===== src/rtl/seven_seg_scan_ctrl.sv =====
// -----------------------------------------------------------------------------
// seven_seg_scan_ctrl
//
// Purpose:
//   Time-multiplexed scan controller for a 4-digit seven-segment display.
//   Holds a 4-digit BCD value and steps through the digits at a fixed refresh
//   rate, driving the digit select (en) and nibble (num) inputs of the
//   SevenSegDecWithEn decoder. New values arrive over a valid/ready handshake.
//   While scanning, an accepted value is parked in a pending register and only
//   moved to the display register at a frame boundary. A frame therefore never
//   mixes old and new digits.
//
// Parameters:
//   REFRESH_DIV  clk cycles per digit slot (>= 1)
//   LEAD_BLANK   1 = blank leading zeros on digits 3..1, 0 = show all digits
//
// Ports:
//   clk          in   1   system clock, rising edge
//   rst          in   1   synchronous, active-high reset
//   load_valid   in   1   value is offered this cycle
//   load_ready   out  1   controller can accept a value this cycle
//   value        in   16  BCD digits, [3:0]=digit0 ... [15:12]=digit3
//   blank        in   1   1 = force num=4'hF while scanning continues
//   en           out  2   digit select to decoder
//   num          out  4   nibble to decoder, 4'hF = all segments off
//   frame_done   out  1   1-cycle pulse in the cycle after en wraps 3->0
// -----------------------------------------------------------------------------
module seven_seg_scan_ctrl #(
  parameter int REFRESH_DIV = 100000,
  parameter bit LEAD_BLANK  = 1'b1
) (
  input  logic        clk,
  input  logic        rst,
  input  logic        load_valid,
  output logic        load_ready,
  input  logic [15:0] value,
  input  logic        blank,
  output logic [1:0]  en,
  output logic [3:0]  num,
  output logic        frame_done
);

  // A divide-by-1 still needs a 1-bit counter so that the compare is legal.
  localparam int CW = (REFRESH_DIV > 1) ? $clog2(REFRESH_DIV) : 1;
  localparam logic [CW-1:0] COUNT_MAX = CW'(REFRESH_DIV - 1);

  localparam logic [3:0] NUM_OFF = 4'hF;

  typedef enum logic {
    ST_BLANK = 1'b0,
    ST_SCAN  = 1'b1
  } state_t;

  // ---------------------------------------------------------------------------
  // State registers
  // ---------------------------------------------------------------------------
  state_t          state_q,        state_d;
  logic [CW-1:0]   count_q,        count_d;
  logic [1:0]      en_q,           en_d;
  logic [15:0]     display_q,      display_d;
  logic [15:0]     pending_q,      pending_d;
  logic            pending_full_q, pending_full_d;
  logic            load_ready_q,   load_ready_d;
  logic            frame_done_q,   frame_done_d;

  logic            accept;
  logic            tick;
  logic            boundary;

  assign accept   = load_valid & load_ready_q;
  assign tick     = (count_q == COUNT_MAX);
  // The tick that moves en from 3 back to 0 closes the current frame.
  assign boundary = tick & (en_q == 2'd3);

  // ---------------------------------------------------------------------------
  // Next-state logic
  // ---------------------------------------------------------------------------
  always_comb begin
    state_d        = state_q;
    count_d        = count_q;
    en_d           = en_q;
    display_d      = display_q;
    pending_d      = pending_q;
    pending_full_d = pending_full_q;
    frame_done_d   = 1'b0;

    unique case (state_q)
      ST_BLANK: begin
        // Idle: divider and digit select are parked so that scanning starts
        // with a full digit-0 slot on the cycle after the first accept.
        count_d = '0;
        en_d    = 2'd0;
        if (accept) begin
          display_d = value;
          state_d   = ST_SCAN;
        end
      end

      ST_SCAN: begin
        count_d = tick ? '0 : count_q + 1'b1;
        if (tick) begin
          en_d = en_q + 2'd1;
        end
        if (boundary) begin
          frame_done_d = 1'b1;
          // pending_full_q only rises the cycle after an accept, so a value
          // accepted on a boundary tick naturally waits for the next frame.
          if (pending_full_q) begin
            display_d      = pending_q;
            pending_full_d = 1'b0;
          end
        end
        // Accept and commit cannot coincide: accept needs load_ready_q, which
        // is low for as long as pending_full_q is high.
        if (accept) begin
          pending_d      = value;
          pending_full_d = 1'b1;
        end
      end

      default: begin
        state_d = ST_BLANK;
      end
    endcase

    load_ready_d = ~pending_full_d;
  end

  // ---------------------------------------------------------------------------
  // Registers (single sequential block, synchronous reset)
  // ---------------------------------------------------------------------------
  always_ff @(posedge clk) begin
    if (rst) begin
      state_q        <= ST_BLANK;
      count_q        <= '0;
      en_q           <= 2'd0;
      display_q      <= 16'h0000;
      pending_q      <= 16'h0000;
      pending_full_q <= 1'b0;
      load_ready_q   <= 1'b1;
      frame_done_q   <= 1'b0;
    end else begin
      state_q        <= state_d;
      count_q        <= count_d;
      en_q           <= en_d;
      display_q      <= display_d;
      pending_q      <= pending_d;
      pending_full_q <= pending_full_d;
      load_ready_q   <= load_ready_d;
      frame_done_q   <= frame_done_d;
    end
  end

  // ---------------------------------------------------------------------------
  // Digit selection and leading-zero detection
  // ---------------------------------------------------------------------------
  // digit_c[k]   : nibble k of the display register
  // zero_up_c[k] : digits k..3 are all zero (candidate for leading blank)
  logic [3:0] digit_c [4];
  logic [3:0] zero_up_c;

  generate
    for (genvar gi = 0; gi < 4; gi++) begin : g_digit
      assign digit_c[gi]   = display_q[4*gi +: 4];
      assign zero_up_c[gi] = (display_q[15:4*gi] == '0);
    end
  endgenerate

  logic [3:0] num_c;

  always_comb begin
    num_c = digit_c[en_q];
    if ((state_q == ST_BLANK) || blank) begin
      num_c = NUM_OFF;
    end else if (LEAD_BLANK && (en_q != 2'd0) && zero_up_c[en_q]) begin
      // Digit 0 is never blanked so a zero value still shows a single "0".
      num_c = NUM_OFF;
    end
  end

  // ---------------------------------------------------------------------------
  // Outputs: en, load_ready and frame_done are registered; num follows the
  // registered en in the same cycle with no extra latency.
  // ---------------------------------------------------------------------------
  assign en         = en_q;
  assign num        = num_c;
  assign load_ready = load_ready_q;
  assign frame_done = frame_done_q;

endmodule


===== config.mk =====
export PLATFORM = sky130hd
export DESIGN_NAME = seven_seg_scan_ctrl
export DESIGN_NICKNAME = d
export VERILOG_FILES = /design/src/rtl/seven_seg_scan_ctrl.sv
export SDC_FILE = /design/constraint.sdc
export NUM_CORES = 1
export LEC_CHECK = 0
export BUFFER_PORTS_ARGS = -buffer_cell sky130_fd_sc_hd__buf_2
export CORE_MARGIN = 2
export CORE_UTILIZATION = 49
export CTS_CLUSTER_SIZE = 12
export DETAILED_ROUTE_END_ITERATION = 16
export GPL_TIMING_DRIVEN = 0
export PLACE_DENSITY_LB_ADDON = 0.08
export RECOVER_POWER = 100
export SYNTH_ARGS = -nofsm -noshare
export SYNTH_HDL_FRONTEND = slang
export SYNTH_SLANG_ARGS = --single-unit
export TNS_END_PERCENT = 1

===== constraint.sdc =====
create_clock -name clk -period 5.7 [get_ports clk]
set_input_delay 0.285 -clock clk [delete_from_list [all_inputs] [get_ports clk]]
set_output_delay 0.285 -clock clk [all_outputs]
set_load 0.03 [all_outputs]

==> results by group, run 1 <==
Setup path
  • CP peak stage delay: between 400 and 500 ps
  • R2R Setup Slk: around 3300 ps
  • Reg-to-reg endpoint: display_q[3]
  • Startpoint Class: register
  • CP dominant cell by count: clkbuf_1
  • CP max FO: 7
  • Worst setup EP type: primary output
  • Delay-heaviest family, CP: buffers and inverters
  • Worst EP arrival: about 2600 ps
  • RR Startpoint: count_q[0]
  • Worst Path Buf+Inv: 3
  • Worst endpoint required time: between 5000 and 6000 ps
  • Worst path cell trace: clkbuf_1, inv_1, ha_1, or4_1, a2111o_1, nand2_1, clkbuf_1
  • WS Path Type: register to primary output
  • R2R depth: 7
  • Crit-path slowest cell: a2111o_1

Clocking
  • Cts hold-fix bufs: 0
  • CTS Buf Count: 5
  • Depth of the CTS H-tree: 2
  • Clock buffer depth: 2
  • CTS root buf: clkbuf_8
  • Setup Buffers After CTS: 0
  • Reg clk slew, reported paths: roughly 90 ps
  • CTS tree: done
  • CTS resizes: 0
  • CTS Sinks: 55
  • Clock Latency Late Sink: about 300 ps

Layout
  • Final non-filler cell total: around 380
  • Fraction of layout cells with a size suffix above 1: ~12%
  • Area taken by multi-input logic gates: 0.001285 mm^2
  • Inserted Diodes: 0
  • Finished Cell Area: between 0.002 and 0.003 mm^2
  • FILL cells: between 400 and 500
  • Area Overhead vs Synth: 10.79%
  • Layout Utilization: between 50% and 60%
  • Final nets: 330
  • FF+latch area: approximately 0.0011 mm^2

Yosys
  • Yosys top cell by area: dfxtp_1
  • Total number of yosys warnings: 0
  • Synth Area in Compound Gates: 13.07%
  • Cell with the most instances after synthesis: dfxtp_1
  • Count of different cell masters after synthesis: 37
  • Largest family of logic cells by synthesized area: simple AND/OR/NAND/NOR gates
  • Post-Synth XOR/XNOR Area: ~4.9%
  • Synth Cell Area: 0.002527 mm^2
  • Number of flops mapped to enable cells by yosys: 0
  • Ys async rst share: 0%
  • Post-synth top flop: dfxtp_1
  • Synth Net Count: between 200 and 300
  • Synth Area in Adders: 1.485%
  • Ranking of synthesized cells by area: dfxtp_1, nand2_1, mux2i_1, o2bb2ai_1, a21oi_1
  • #FFs+latches synth: 55
  • Top post-synthesis cells by count: dfxtp_1, nand2_1, nor2_1
  • Mean Syn Cell Area: 9.258 um^2
  • Yosys top cell area share: between 40% and 50%
  • Post-synthesis mux area share: between 9 and 10%
  • Cell count after synthesis: 273
  • Simple-gate share of the synthesized area: ~22%
  • Sequential fraction of the synthesis area: between 40% and 50%

Die
  • Die Y: approximately 76 um
  • Die ar.: about 0.0057 mm^2
  • Core Box Area: 0.005042 mm^2
  • Initial core utilization: 50.12%
  • Die width: 75.82 um
  • Row count: 26
  • Num ports: 28

Timing
  • Setup violators final: 0
  • Total negative slack: 0 ps
  • Slew Viols, Final: 0
  • Worst setup skew after layout: between 4 and 5 ps
  • Slew headroom: between 50% and 60%
  • Final hold vios: 0
  • Minimum clock period: between 2000 and 3000 ps
  • Maximum clock frequency: 0.3458 GHz
  • Final Cycle Share: about half
  • Slew @ Worst Pin: 730.5 ps
  • RSZ-0062 raised after global routing: false

Detailed routing
  • DRC Markers: 0
  • Wire per inst: about 14 um
  • Iteration-0 DRC Markers: 75
  • WL final: about 5200 um
  • Post-route ant nets: 0
  • Vias/cell: approximately 5.3
  • Via count: roughly 2k
  • DR pass1 iterations: 4

Hold path
  • Worst Hold Path Cells: 3
  • Hold Path Sink: pending_q[6]
  • Worst Hold Class: input port to register
  • Hold_sp: value[6]

GRT
  • Vias in the first global route: around 1.7k
  • Congestion Overflow GR: 0
  • Pin count of the biggest net entering global routing: 16
  • First-pass GRT wire length: between 8000 and 9000 um
  • Total GRT Usage: approximately 20%
  • Initial antenna violation count: 0

Placed design
  • Routability congestion estimate: 0.8332
  • Area after DPL: between 0.002 and 0.003 mm^2
  • Post-placement cell count: 370
  • HPWL after detailed placement: about 3800 um
  • Port Buf Inserts: 27

Power
  • Clock power frac: between 30% and 40%
  • Pwr Density: roughly 260 mW/mm^2
  • Lkg Pwr: between 0.9 and 1 nW
  • Register share of total power: a little under three fifths
  • Gate power share: 10.3%
  • Int Pwr: roughly 560 uW
  • Worst vdd ir: ~0.13 mV
  • Power, Total: roughly 730 uW
  • Sw power: approximately 170 uW
  • Switching part of the total: about a quarter

Status
  • Status: finished clean

Job
  • Max-cap violations: 0
[worst max-delay path by stage]
stage,slack (ps),cells past startpoint,startpoint,to
2_1_floorplan,3250,6,en[0],num[0]
3_3_place_gp,3260,7,en[0],num[2]
3_5_place_dp,3270,7,en[0],num[0]
4_1_cts,2910,7,en[0],num[0]
5_1_grt,2610,7,en[0],num[0]
6_report,2810,7,en[0],num[0]
[through the flow]
step	worst slack (ps)	hold slack [ps]
final	2808	217.8
after global routing	2610	206.3
after CTS	2911	211.7
after detailed placement	3266	446.8
after global placement	3261	441.2
after floorplan	3246	421.0
[placed cells by master (no fill, tap or decap), drive strengths merged, types with 5 or more instances in the layout]
master and count:
nand4 6, buf 21, nand2 45, xnor2 9, mux2i 16, xor2 5
nor2 24, clkbuf 29, inv 5, dfxtp 55, nor3 5, a21oi 22
nor4 7, o2bb2ai 16, nand3 7
[area by class of cell]
class                      instances  share of cell area [%]
buffer                            17                   2.860
clock buffer                       6                   2.592
clock inverter                     1                   1.072
inverter                           5                  0.6702
multi-input combinational        196                   45.89
sequential                        55                   39.32
tap                               70                   3.128
timing repair buffer              27                   4.468
[power groups by stage]
stage	Sequential [mW]	Combinational, mW	Clock (mW)
floorplan	0.415	0.0535	0
global placement	0.416	0.0770	0
detailed placement	0.416	0.0781	0
CTS	0.408	0.0784	0.256
global route	0.409	0.0839	0.269
finish	0.407	0.0751	0.248
[worst reg2reg max path, delay by kind of cell, from the launching register on]
family | cells | cell delay (ps)
AO/OA/AOI/OAI | 2 | 680
adder cells (fa/ha/maj) | 1 | 250
buffers and inverters | 2 | 610
flip-flops | 1 | 340
AND/OR/NAND/NOR | 2 | 430
[cells by family after synthesis]
| kind of cell | Yosys count |
|---|---|
| AND/OR/NAND/NOR | 113 |
| flip-flops | 55 |
| AO/OA/AOI/OAI | 46 |
| buffers and inverters | 22 |
| multiplexers | 20 |
| XOR/XNOR | 14 |
| adder cells (fa/ha/maj) | 3 |
[flip-flops by register name, indices dropped and copies added, names as in the netlist, named ones only]
signal	flops
count_q	17
display_q	16
en	2
frame_done	1
load_ready	1
pending_q	16
state_q	1
[routing by layer]
metal / routed length, um / track usage (%)
met2: 2193 / 28.16
met1: 2781 / 29.19
met4: 79 / 7.018
met3: 161 / 3.571
met5: 0 / 0
No activity file was read; power rests on OpenSTA's default activity.
==> inputs of run 2 (changes only) <==
==> constraint.sdc (replaced) <==
create_clock -name clk -period 2.8 [get_ports clk]
set_input_delay 0.14 -clock clk [delete_from_list [all_inputs] [get_ports clk]]
set_output_delay 0.14 -clock clk [all_outputs]
set_load 0.03 [all_outputs]
==> results by group, run 2 (synthesized netlist as in run 1, its figures left out) <==
Detailed routing
  • WL final: 5216 um (unchanged)
  • Iteration-0 DRC Markers: 75 (unchanged)
  • Wire per inst: 13.84 um (unchanged)
  • Post-route ant nets: 0 (unchanged)
  • DRC Markers: 0 (unchanged)
  • Vias/cell: 5.273 (-0.30%)
  • Via count: 1,988 (-0.30%)
  • DR pass1 iterations: 4 (unchanged)

Timing
  • Final Cycle Share: 89.82%
  • Final hold vios: 0 (unchanged)
  • RSZ-0062 raised after global routing: false
  • Slew Viols, Final: 0 (unchanged)
  • Minimum clock period: 2515 ps
  • Total negative slack: 0 ps (unchanged)
  • Slew headroom: 51.13% (-0.17 points)
  • Worst setup skew after layout: 4.336 ps (+0.1516 ps)
  • Maximum clock frequency: between 0.3 and 0.4 GHz
  • Setup violators final: 0 (unchanged)
  • Slew @ Worst Pin: 733.1 ps (+2.541 ps)
  • Setup slack after layout: 285.0 ps (-2523 ps)

Placed design
  • Post-placement cell count: 370 (unchanged)
  • Port Buf Inserts: 27 (unchanged)
  • Pre-CTS setup slack: 511.0 ps (-2755 ps)
  • Routability congestion estimate: 0.8332 (unchanged)
  • HPWL after detailed placement: 3789 um (unchanged)

Layout
  • Commonest non-fill, non-tap cell in the layout: dfxtp_1
  • Inserted Diodes: 0 (unchanged)
  • Top reg by flops: count_q
  • Most frequent cells in the layout: dfxtp_1, nand2_1, nor2_1
  • Final nets: 330 (unchanged)
  • Regs by FF count: count_q x17, display_q x16, pending_q x16
  • Area Overhead vs Synth: 11.04%
  • Fraction of layout cells with a size suffix above 1: 14.01% (+1.6 points)
  • Layout Utilization: 55.66% (+0.12 points)
  • Final non-filler cell total: 377 (unchanged)
  • FILL cells: 482 (+0.21%)
  • Number of flip-flops in the largest register: 17 (unchanged)

Power
  • Lkg Pwr: 0.9646 nW (+1.5%)
  • Worst vdd ir: 0.2614 mV (+100%)
  • Pwr Density: 530.3 mW/mm^2 (+100%)

Setup path
  • Worst endpoint required time: 2660 ps (-2750 ps)
  • Worst EP arrival: 2380 ps (-230 ps)
  • Worst setup EP type: primary output
  • Startpoint Class: register
  • R2R depth: 8 (+1)
  • WS Path Type: register to primary output
  • CP max FO: 7 (unchanged)

Die
  • Die ar.: 0.005749 mm^2 (unchanged)
  • Die Y: 75.82 um (unchanged)
  • Die width: 75.82 um (unchanged)
  • Core Box Area: 0.005042 mm^2 (unchanged)
  • Num ports: 28 (unchanged)
  • Initial core utilization: 50.12% (unchanged)
  • Row count: 26 (unchanged)

GRT
  • First-pass GRT wire length: 8424 um (unchanged)
  • Initial antenna violation count: 0 (unchanged)
  • Congestion Overflow GR: 0 (unchanged)
  • Total GRT Usage: 19.58% (unchanged)
  • Pin count of the biggest net entering global routing: 16 (unchanged)
  • Vias in the first global route: 1,737 (unchanged)

Clocking
  • CTS Sinks: 55 (unchanged)
  • Depth of the CTS H-tree: 2 (unchanged)
  • Clock buffer depth: 2 (unchanged)
  • Reg clk slew, reported paths: 90 ps (about the same)
  • CTS tree: done
  • Cts hold-fix bufs: 0 (unchanged)
  • CTS root buf: clkbuf_8
  • Clock Latency Late Sink: 300 ps (about the same)
  • CTS Buf Count: 5 (unchanged)

Hold path
  • Worst Hold Class: input port to register
  • Worst Hold Path Cells: 3 (unchanged)

Status
  • Status: finished clean

Job
  • Max-cap violations: 0 (unchanged)
-- run 2: final cells by class --
cell class / count / area (um^2) / share of cell area, %
plain buffers: 17 / 81.33 / 2.898
clock buffers: 6 / 72.57 / 2.586
clock inverters: 1 / 30.03 / 1.070
inverters: 5 / 18.77 / 0.6687
multi-input cells: 196 / 1285 / 45.79
flip-flops and latches: 55 / 1101 / 39.23
well taps: 70 / 87.58 / 3.121
repair buffers: 27 / 130.1 / 4.637
-- run 2: what timing repair did --
action,CTS,global route
endpoints found under the setup margin,0,3
setup buffers,0,0
hold endpoints to repair,0,0
gates resized for setup,0,2
-- run 2: worst max-delay path, cell delays in order, from the launching register on --
cell and delay, ps:
dfxtp_1 380, clkbuf_1 290, inv_1 110, ha_1 180
or4_1 390, a2111o_1 420, nand2_1 100, clkbuf_2 200
-- run 2: path summary, 6_finish.rpt --
check               start           end  slack, ps
max                 en[1]        num[0]        280
min              value[6]  pending_q[6]         70
max reg2reg    count_q[0]    count_q[5]        380
min reg2reg  pending_q[4]  pending_q[4]        460
-- run 2: per-layer routing --
layer / vias up / track usage, % / share of wire, %
li1: 1029 / - / -
met1: 922 / 29.19 / 54
met2: 29 / 28.16 / 42
met3: 8 / 3.571 / 2.8
met4: 0 / 7.018 / 1.6
met5: - / 0 / 0
-- run 2: metrics by stage --
stage,instance area (um^2),hold WS (ps),total power [mW]
2_1_floorplan,2527,276.0,0.9530
5_1_grt,2806,61.34,1.554
4_1_cts,2853,66.69,1.510
3_3_place_gp,2750,391.2,1.004
3_5_place_dp,2750,397.9,1.007
6_report,2806,74.10,1.488
-- run 2: report_power, final --
group	leakage [nW]	switching, mW	internal [mW]
sequential	0.447	0.0192	0.810
combinational	0.467	0.0917	0.0623
clock	0.0513	0.242	0.262
==> inputs of run 3 (changes only) <==
--- a/config.mk
+++ b/config.mk
@@ -8,9 +8,9 @@
 export BUFFER_PORTS_ARGS = -buffer_cell sky130_fd_sc_hd__buf_2
 export CORE_MARGIN = 2
 export CORE_UTILIZATION = 49
-export CTS_CLUSTER_SIZE = 12
 export DETAILED_ROUTE_END_ITERATION = 16
 export GPL_TIMING_DRIVEN = 0
+export HOLD_SLACK_MARGIN = 0.12
 export PLACE_DENSITY_LB_ADDON = 0.08
 export RECOVER_POWER = 100
 export SYNTH_ARGS = -nofsm -noshare
==> results by group, run 3 (synthesized netlist as in run 1, its figures left out) <==
Status
  • Status: finished clean

Layout
  • Top reg by flops: count_q
  • Most frequent cells in the layout: dfxtp_1, nand2_1, nor2_1
  • Commonest non-fill, non-tap cell in the layout: dfxtp_1
  • Layout Utilization: 58.83% (+3.2 points)
  • Number of flip-flops in the largest register: 17 (unchanged)
  • Inserted Diodes: 0 (unchanged)
  • Fraction of layout cells with a size suffix above 1: 13.31% (-0.69 points)
  • Regs by FF count: count_q x17, display_q x16, pending_q x16
  • Area Overhead vs Synth: 17.38%
  • Final nets: 346 (+4.8%)
  • Finished Cell Area: 0.002967 mm^2 (+5.7%)
  • FF+latch area: 0.001101 mm^2 (unchanged)
  • Area taken by multi-input logic gates: 0.001285 mm^2 (unchanged)
  • FILL cells: 466 (-3.3%)

Placed design
  • Port Buf Inserts: 27 (unchanged)
  • Area after DPL: 0.002750 mm^2 (unchanged)
  • Routability congestion estimate: 0.8332 (unchanged)
  • HPWL after detailed placement: 3789 um (unchanged)

GRT
  • Pin count of the biggest net entering global routing: 16 (unchanged)
  • Congestion Overflow GR: 0 (unchanged)
  • First-pass GRT wire length: 8749 um (+3.9%)
  • Vias in the first global route: 1,842 (+6.0%)
  • Total GRT Usage: 20.29% (+0.71 points)
  • Initial antenna violation count: 0 (unchanged)

Job
  • Max-cap violations: 0 (unchanged)

Clocking
  • CTS Buf Count: 5 (unchanged)
  • CTS tree: done
  • Clock buffer depth: 2 (unchanged)
  • Clock Latency Late Sink: 300 ps (about the same)
  • CTS Sinks: 55 (unchanged)
  • CTS root buf: clkbuf_8
  • Depth of the CTS H-tree: 2 (unchanged)
  • Reg clk slew, reported paths: 90 ps (about the same)

Setup path
  • CP peak stage delay: 420 ps (about the same)
  • Delay-heaviest family, CP: buffers and inverters
  • Worst EP arrival: 2380 ps (about the same)
  • Worst endpoint required time: 2660 ps (about the same)
  • Startpoint Class: register
  • R2R depth: 7 (-1)
  • Crit-path slowest cell: a2111o_1
  • CP max FO: 7 (unchanged)
  • Worst path cell trace: clkbuf_1, inv_1, ha_1, or4_1, a2111o_1, nand2_1, clkbuf_2
  • WS Path Type: register to primary output
  • Worst setup EP type: primary output
  • Worst Path Buf+Inv: 3 (unchanged)
  • Crit path depth: 7 (unchanged)

Hold path
  • Worst Hold Path Cells: 3 (unchanged)
  • Worst Hold Class: input port to register

Timing
  • Final Cycle Share: 89.90% (about the same)
  • RSZ-0062 raised after global routing: false
  • Slew Viols, Final: 0 (unchanged)
  • Slew @ Worst Pin: 738.4 ps (+5.369 ps)
  • Setup violators final: 0 (unchanged)
  • Final hold vios: 0 (unchanged)
  • Worst setup skew after layout: 8.784 ps (+4.448 ps)
  • Minimum clock period: 2517 ps (+2.279 ps)
  • Maximum clock frequency: 0.3973 GHz (about the same)
  • Slew headroom: 50.77% (-0.36 points)
  • Total negative slack: 0 ps (unchanged)

Detailed routing
  • DR pass1 iterations: 4 (unchanged)
  • Wire per inst: 13.73 um (-0.74%)
  • Iteration-0 DRC Markers: 94 (+25%)
  • Post-route ant nets: 0 (unchanged)
  • WL final: 5397 um (+3.5%)
  • Vias/cell: 5.211 (-1.2%)
  • Via count: 2,048 (+3.0%)
  • DRC Markers: 0 (unchanged)

Die
  • Core Box Area: 0.005042 mm^2 (unchanged)
  • Row count: 26 (unchanged)
  • Die width: 75.82 um (unchanged)
  • Initial core utilization: 50.12% (unchanged)
  • Die Y: 75.82 um (unchanged)
  • Num ports: 28 (unchanged)
  • Die ar.: 0.005749 mm^2 (unchanged)

Power
  • Pwr Density: 506.4 mW/mm^2 (-4.5%)
  • Worst vdd ir: 0.2616 mV (about the same)
  • Lkg Pwr: 1.031 nW (+6.9%)
  • Power, Total: 1.502 mW (+0.95%)
[run 3: layer usage]
layer,up-vias,wire length [um],GRT usage [%]
li1,1063,-,-
met1,954,2834,29.28
met2,27,2360,30.56
met3,4,144,3.571
met4,0,57,7.018
met5,-,0,0
[run 3: power by group]
group | internal [mW] | switching, mW
clock network | 0.262 | 0.239
logic | 0.0768 | 0.0949
registers | 0.810 | 0.0191
total | 1.15 | 0.353
[run 3: final timing paths]
kind	end	from	slack, ps
worst max-delay path	num[0]	en[1]	280
worst min-delay path	state_q	load_valid	130
worst max register to register	display_q[6]	count_q[0]	380
worst min register to register	pending_q[4]	pending_q[4]	460
[run 3: timing repair]
action / CTS / global route
gates resized for setup: 0 / 2
setup endpoints to repair: 0 / 3
setup buffers: 0 / 0
endpoints found under the hold margin: 16 / 0
hold buffers: 16 / 0
[run 3: cell type report]
type | count | share of cell area [%]
Tap cell | 70 | 2.952
Clock inverter | 1 | 1.012
Buffer | 17 | 2.741
Multi-Input combinational cell | 196 | 43.31
Clock buffer | 6 | 2.446
Sequential cell | 55 | 37.12
Inverter | 5 | 0.6326
Timing Repair Buffer | 43 | 9.785
[run 3: stage by stage]
step	setup WS (ps)	instances	hold WS [ps]
after floorplan	491.5	273	276.0
final	282.7	393	128.0
after global routing	86.81	393	132.5
after global placement	506.1	370	391.2
after CTS	155.9	393	122.0
after detailed placement	511.0	370	397.9
[run 3: tightest hold or removal path, stage by stage]
cell and delay (ps):
buf_2 110, a21oi_1 70, nor2_1 70
